===== config.mk =====
export PLATFORM = sky130hd
export DESIGN_NAME = weight_load_ctrl
export DESIGN_NICKNAME = d
export VERILOG_FILES = /design/src/rtl/weight_load_ctrl_pkg.sv /design/src/rtl/weight_load_ctrl_cksum.sv /design/src/rtl/weight_load_ctrl.sv
export SDC_FILE = /design/constraint.sdc
export NUM_CORES = 1
export LEC_CHECK = 0
export BUFFER_PORTS_ARGS = -buffer_cell sky130_fd_sc_hd__buf_2
export CORE_ASPECT_RATIO = 0.5
export CORE_UTILIZATION = 51
export DETAILED_ROUTE_END_ITERATION = 10
export PLACE_DENSITY = 0.8
export RECOVER_POWER = 50
export SYNTH_ARGS = -nofsm -noshare
export SYNTH_HDL_FRONTEND = slang
export SYNTH_HIERARCHICAL = 1
export SYNTH_SLANG_ARGS = --single-unit

===== constraint.sdc =====
create_clock -name clk -period 3.5 [get_ports clk]
set_input_delay 0.7 -clock clk [delete_from_list [all_inputs] [get_ports clk]]
set_output_delay 0.7 -clock clk [all_outputs]
set_load 0.05 [all_outputs]

===== src/rtl/weight_load_ctrl_pkg.sv =====
// weight_load_ctrl_pkg: shared FSM states and bank geometry for the weight load sequencer
package weight_load_ctrl_pkg;
  typedef enum logic [2:0] {IDLE, HOLD, REQ, RESP, DONE} state_t;
  localparam int N_TAPS_DEF = 25;
  localparam int W_ADDR_W = 10;
  localparam int W_DATA_W = 32;
endpackage


===== src/rtl/weight_load_ctrl_cksum.sv =====
// wload_cksum: wrapping sum of written bank words, compared against an expected value when a load completes
module wload_cksum
  import weight_load_ctrl_pkg::*;
(
  input  logic                clk,
  input  logic                rst,
  input  logic                clr,
  input  logic                add,
  input  logic                fin,
  input  logic [W_DATA_W-1:0] data,
  input  logic [W_DATA_W-1:0] exp_sum,
  output logic [W_DATA_W-1:0] sum,
  output logic                err
);
  logic [W_DATA_W-1:0] nxt;
  // the final write lands in the same cycle as fin, so compare against the sum including it
  assign nxt = add ? sum + data : sum;
  always_ff @(posedge clk or negedge rst)
    if (!rst) begin
      sum <= '0;
      err <= 1'b0;
    end else begin
      sum <= clr ? '0 : nxt;
      err <= clr ? 1'b0 : fin ? nxt != exp_sum : err;
    end
endmodule


===== src/rtl/weight_load_ctrl.sv =====
// weight_load_ctrl: fills the 5x5 conv weight bank from weight memory, one read in flight at a time.
// Defining WLOAD_CKSUM_EN adds a running checksum of loaded words and a mismatch flag against cksum_exp.
module weight_load_ctrl
  import weight_load_ctrl_pkg::*;
#(
  parameter int N_TAPS    = N_TAPS_DEF,
  parameter int KID_W     = 4,
  parameter int MEM_AW    = 16,
  parameter int BASE_ADDR = 0
) (
  input  logic                       clk,
  input  logic                       rst,
  input  logic                       start,
  input  logic [KID_W-1:0]           kernel_id,
  input  logic                       conv_busy,
  output logic                       busy,
  output logic                       done,
  output logic                       mem_req,
  output logic [MEM_AW-1:0]          mem_addr,
  input  logic                       mem_gnt,
  input  logic                       mem_rvalid,
  input  logic [W_DATA_W-1:0]        mem_rdata,
  output logic                       w_wren,
  output logic [W_ADDR_W-1:0]        w_addr,
  output logic signed [W_DATA_W-1:0] w_data
`ifdef WLOAD_CKSUM_EN
  ,
  input  logic [W_DATA_W-1:0]        cksum_exp,
  output logic [W_DATA_W-1:0]        cksum,
  output logic                       cksum_err
`endif
);
  state_t state, state_n;
  logic [KID_W-1:0] kid;
  logic [W_ADDR_W-1:0] idx;
  logic accept, last, wr;
  assign accept = state == IDLE && start;
  assign last = idx == W_ADDR_W'(N_TAPS - 1);
  assign wr = state == RESP && mem_rvalid;
  assign busy = state != IDLE;
  assign done = state == DONE;
  assign mem_req = state == REQ;
  // MEM_AW-wide arithmetic gives the modulo-2^MEM_AW address wrap for free
  assign mem_addr = mem_req ? MEM_AW'(BASE_ADDR) + MEM_AW'(kid) * MEM_AW'(N_TAPS) + MEM_AW'(idx) : '0;
  always_comb begin
    state_n = state;
    case (state)
      IDLE:    if (start) state_n = conv_busy ? HOLD : REQ;
      HOLD:    if (!conv_busy) state_n = REQ;
      REQ:     if (mem_gnt) state_n = RESP;
      RESP:    if (mem_rvalid) state_n = last ? DONE : REQ;
      default: state_n = IDLE;
    endcase
  end
  always_ff @(posedge clk or negedge rst)
    if (!rst) begin
      state <= IDLE;
      kid <= '0;
      idx <= '0;
      w_wren <= 1'b0;
      w_addr <= '0;
      w_data <= '0;
    end else begin
      state <= state_n;
      w_wren <= wr;
      if (accept) begin
        kid <= kernel_id;
        idx <= '0;
      end
      if (wr) begin
        w_addr <= idx;
        w_data <= mem_rdata;
        idx <= idx + 1'b1;
      end
    end
`ifdef WLOAD_CKSUM_EN
  wload_cksum u_cksum (
    .clk(clk), .rst(rst), .clr(accept), .add(w_wren), .fin(done),
    .data(w_data), .exp_sum(cksum_exp), .sum(cksum), .err(cksum_err)
  );
`endif
endmodule


==> summary.md <==
| Metric | Value |
|---|---|
| Share of layout cells above drive strength 1 | 27.55% |
| Hold_buf cts | 0 |
| Fin Clk Skew | 0.005757 ns |
| Cell depth of the worst hold path | 2 |
| Most common cell after layout, fill and taps aside | nand2_1 |
| Core Footprint | 5729 um2 |
| GR Overflow Total | 0 |
| Leakage | 0.002268 uW |
| Clk sink count | 60 |
| # diodes | 0 |
| Fillers | 459 |
| Total track usage | 24.47% |
| Pwr dens | roughly 840 nW/um2 |
| Min Hold Slack | 0.4693 ns |
| Syn. warnings | 6 |
| Yosys cell types | 46 |
| Tightest Hold Check Type | reg2reg |
| Max clock buf depth | 2 |
| Syn Std Cell Area | around 3200 um2 |
| Initial antenna violation count | 0 |
| # DRC | 0 |
| Starting Density | between 50% and 60% |
| Inst Count DP | between 500 and 600 |
| Via count | ~2700 |
| Initial DRC Count | 175 |
| Chip width | ~110 um |
| Wire per inst | 13.65 um |
| Final Hold Fails | 0 |
| Setup TNS | -0.4546 ns |
| Maximum VDD drop | 0.0005016 V |
| Failing checks | max-capacitance violations, max-slew violations, negative setup slack |
| Via-per-instance ratio | roughly 5.0 |
| Slew headroom | -1.391% |
| DP Area | 3796 um2 |
| Worst Path Arrival | 2.98 ns |
| Height of the die | slightly below 60 um |
| Status | complete, but fails checks |
| Final period utilization | 105.2% |
| Final Instance Area | 4156 um2 |
| Mean Syn Cell Area | 9.137 um2 |
| Largest net degree at the start of global routing | 35 |
| F_max | 271.6 MHz |
| Buffers on Ports | 98 |
| FP Rows | 19 |
| Setup violators final | 4 |
| CP max FO | 4 |
| Detail Route Antenna Nets | 0 |
| Register area share after synthesis | 47.36% |
| # IOs | roughly 100 |
| FF-to-FF setup slack | 0.40 ns |
| Initial DRT Pass Iterations | 4 |
| Top FF cell, synth | dfrtp_1 |
| Commonest non-fill, non-tap cells in the layout | 135 x nand2_1, 73 x buf_2, 60 x dfrtp_1 |
| First-pass GRT wire length | approximately 12000 um |
| Startpoint types | flip-flop |
| Critical path type | reg2out |
| Post-DP HPWL | 5056 um |
| Final Slew Violations | 35 |
| Crit. End Element | output pin |
| Worst-path clk slew | about 0.05 ns |
| Slew @ Worst Pin | 1.513 ns |
| Number of flops mapped to enable cells by yosys | 0 |
| CTS root buffer | clkbuf_16 |
| CTS buffer count | 9 |
| Drt total wl | 7439 um |
| Count of max-cap constraint violations | 1 |
| Asr flop ratio synth | 100.0% |
| Flops & latches, synth | 60 |
| Routability cong. | 0.7911 |
| Number of global-route vias before repair | between 2000 and 3000 |
| Setup ws final | -0.1821 ns |
| RSZ-0062 raised after global routing | yes |
| # H-tree levels | 3 |
| Nets | about 530 |
| Gate Count Post-Synth | approximately 350 |
| Worst-skew pair later-pin latency | 0.32 ns |
| Setup WS pre-CTS | -0.04012 ns |
| Clock tree from TritonCTS | yes |
| Crit path time final | 3.682 ns |
| Overall die area | about 6600 um2 |
| Final Non-Filler Cells | between 500 and 600 |
| Req. time, crit path | roughly 2.8 ns |
| Reg2Reg Depth | 5 |
| Layout area overhead | 31.10% |
-- registers in the layout, indices dropped and copies added, names as in the netlist --
name    count
w_data     32
idx        10
w_addr     10
kid         4
state       3
w_wren      1
-- where the power goes --
group	switching, uW	total [uW]	internal (uW)	leakage [uW]
logic	1180	1660	486	0.00136
clock network	287	830	543	0.000146
registers	125	984	860	0.000762
-- cells in the mapped netlist (all sizes together), types with 2 or more instances --
cell | n | area (um2)
clkinv | 2 | 7.510
nand2 | 135 | 506.7
nand4 | 2 | 12.51
o21ai | 9 | 45.04
nor2b | 3 | 18.77
ha | 23 | 287.8
mux2 | 5 | 67.56
inv | 13 | 48.80
fa | 4 | 80.08
xnor2 | 2 | 17.52
nand2b | 2 | 12.51
a21o | 3 | 22.52
o21a | 3 | 22.52
buf | 11 | 76.32
o2111ai | 2 | 17.52
and2 | 5 | 35.04
nor3 | 7 | 40.04
a21oi | 3 | 15.01
clkbuf | 6 | 22.52
nand3 | 12 | 60.06
nor2 | 13 | 48.80
dfrtp | 60 | 1501
mux2i | 6 | 60.06
-- critical path, stage by stage, from the launching register on --
cell and delay (ns):
dfrtp_1 0.41, ha_1 0.29, inv_1 0.04, ha_2 0.16, fa_1 0.52, ha_4 0.21, a21o_1 0.20, o41ai_4 0.37
mux2i_4 0.28, buf_6 0.17
-- area by class of cell --
| type | count | area [um2] | share of cell area, % |
|---|---|---|---|
| well taps | 84 | 105.1 | 2.529 |
| multi-input cells | 259 | 1623 | 39.04 |
| inverters | 15 | 56.30 | 1.355 |
| clock buffers | 10 | 229.0 | 5.509 |
| clock inverters | 6 | 55.05 | 1.325 |
| flip-flops and latches | 60 | 1501 | 36.12 |
| repair buffers | 111 | 586.8 | 14.12 |
-- per-layer routing --
layer	global-route usage, %	wire, um	up-vias
li1	-	-	1343
met1	30.68	3226	1309
met2	43.03	3826	79
met3	5.962	331	6
met4	6.955	55	0
met5	0	0	-
-- cells by family after synthesis --
group	after synthesis	share of synthesized area [%]
flops	60	47.36
xor+xnor	2	0.5526
mux	11	4.025
simple gates	186	25.53
other cells	1	0.1183
buf+inv	32	4.893
compound gates	28	5.920
fa+ha+maj	27	11.60
-- what timing repair did --
action                                  4_1_cts  5_1_grt
setup buffers                                 2        2
gates cloned                                  0        0
gates resized for setup                      14       10
endpoints found under the setup margin        4        6
pin swaps                                    11       10
hold endpoints to repair                      0        0
-- through the flow --
stage | total power, uW | utilization [%]
after global routing | 3676 | 72.55
final | 3476 | 72.55
after floorplan | 2158 | -
after detailed placement | 2554 | 66.26
after CTS | 3454 | 72.64
after global placement | 2524 | 66.26
-- final timing paths --
kind                             from     endpoint
min reg2reg                w_data[24]   w_data[24]
min                        w_data[24]   w_data[24]
max reg2reg                  state[1]    w_data[8]
max in group asynchronous         rst       idx[7]
min in group asynchronous         rst   w_data[19]
max                            kid[3]  mem_addr[9]
Power figures use the tool's default switching activity.
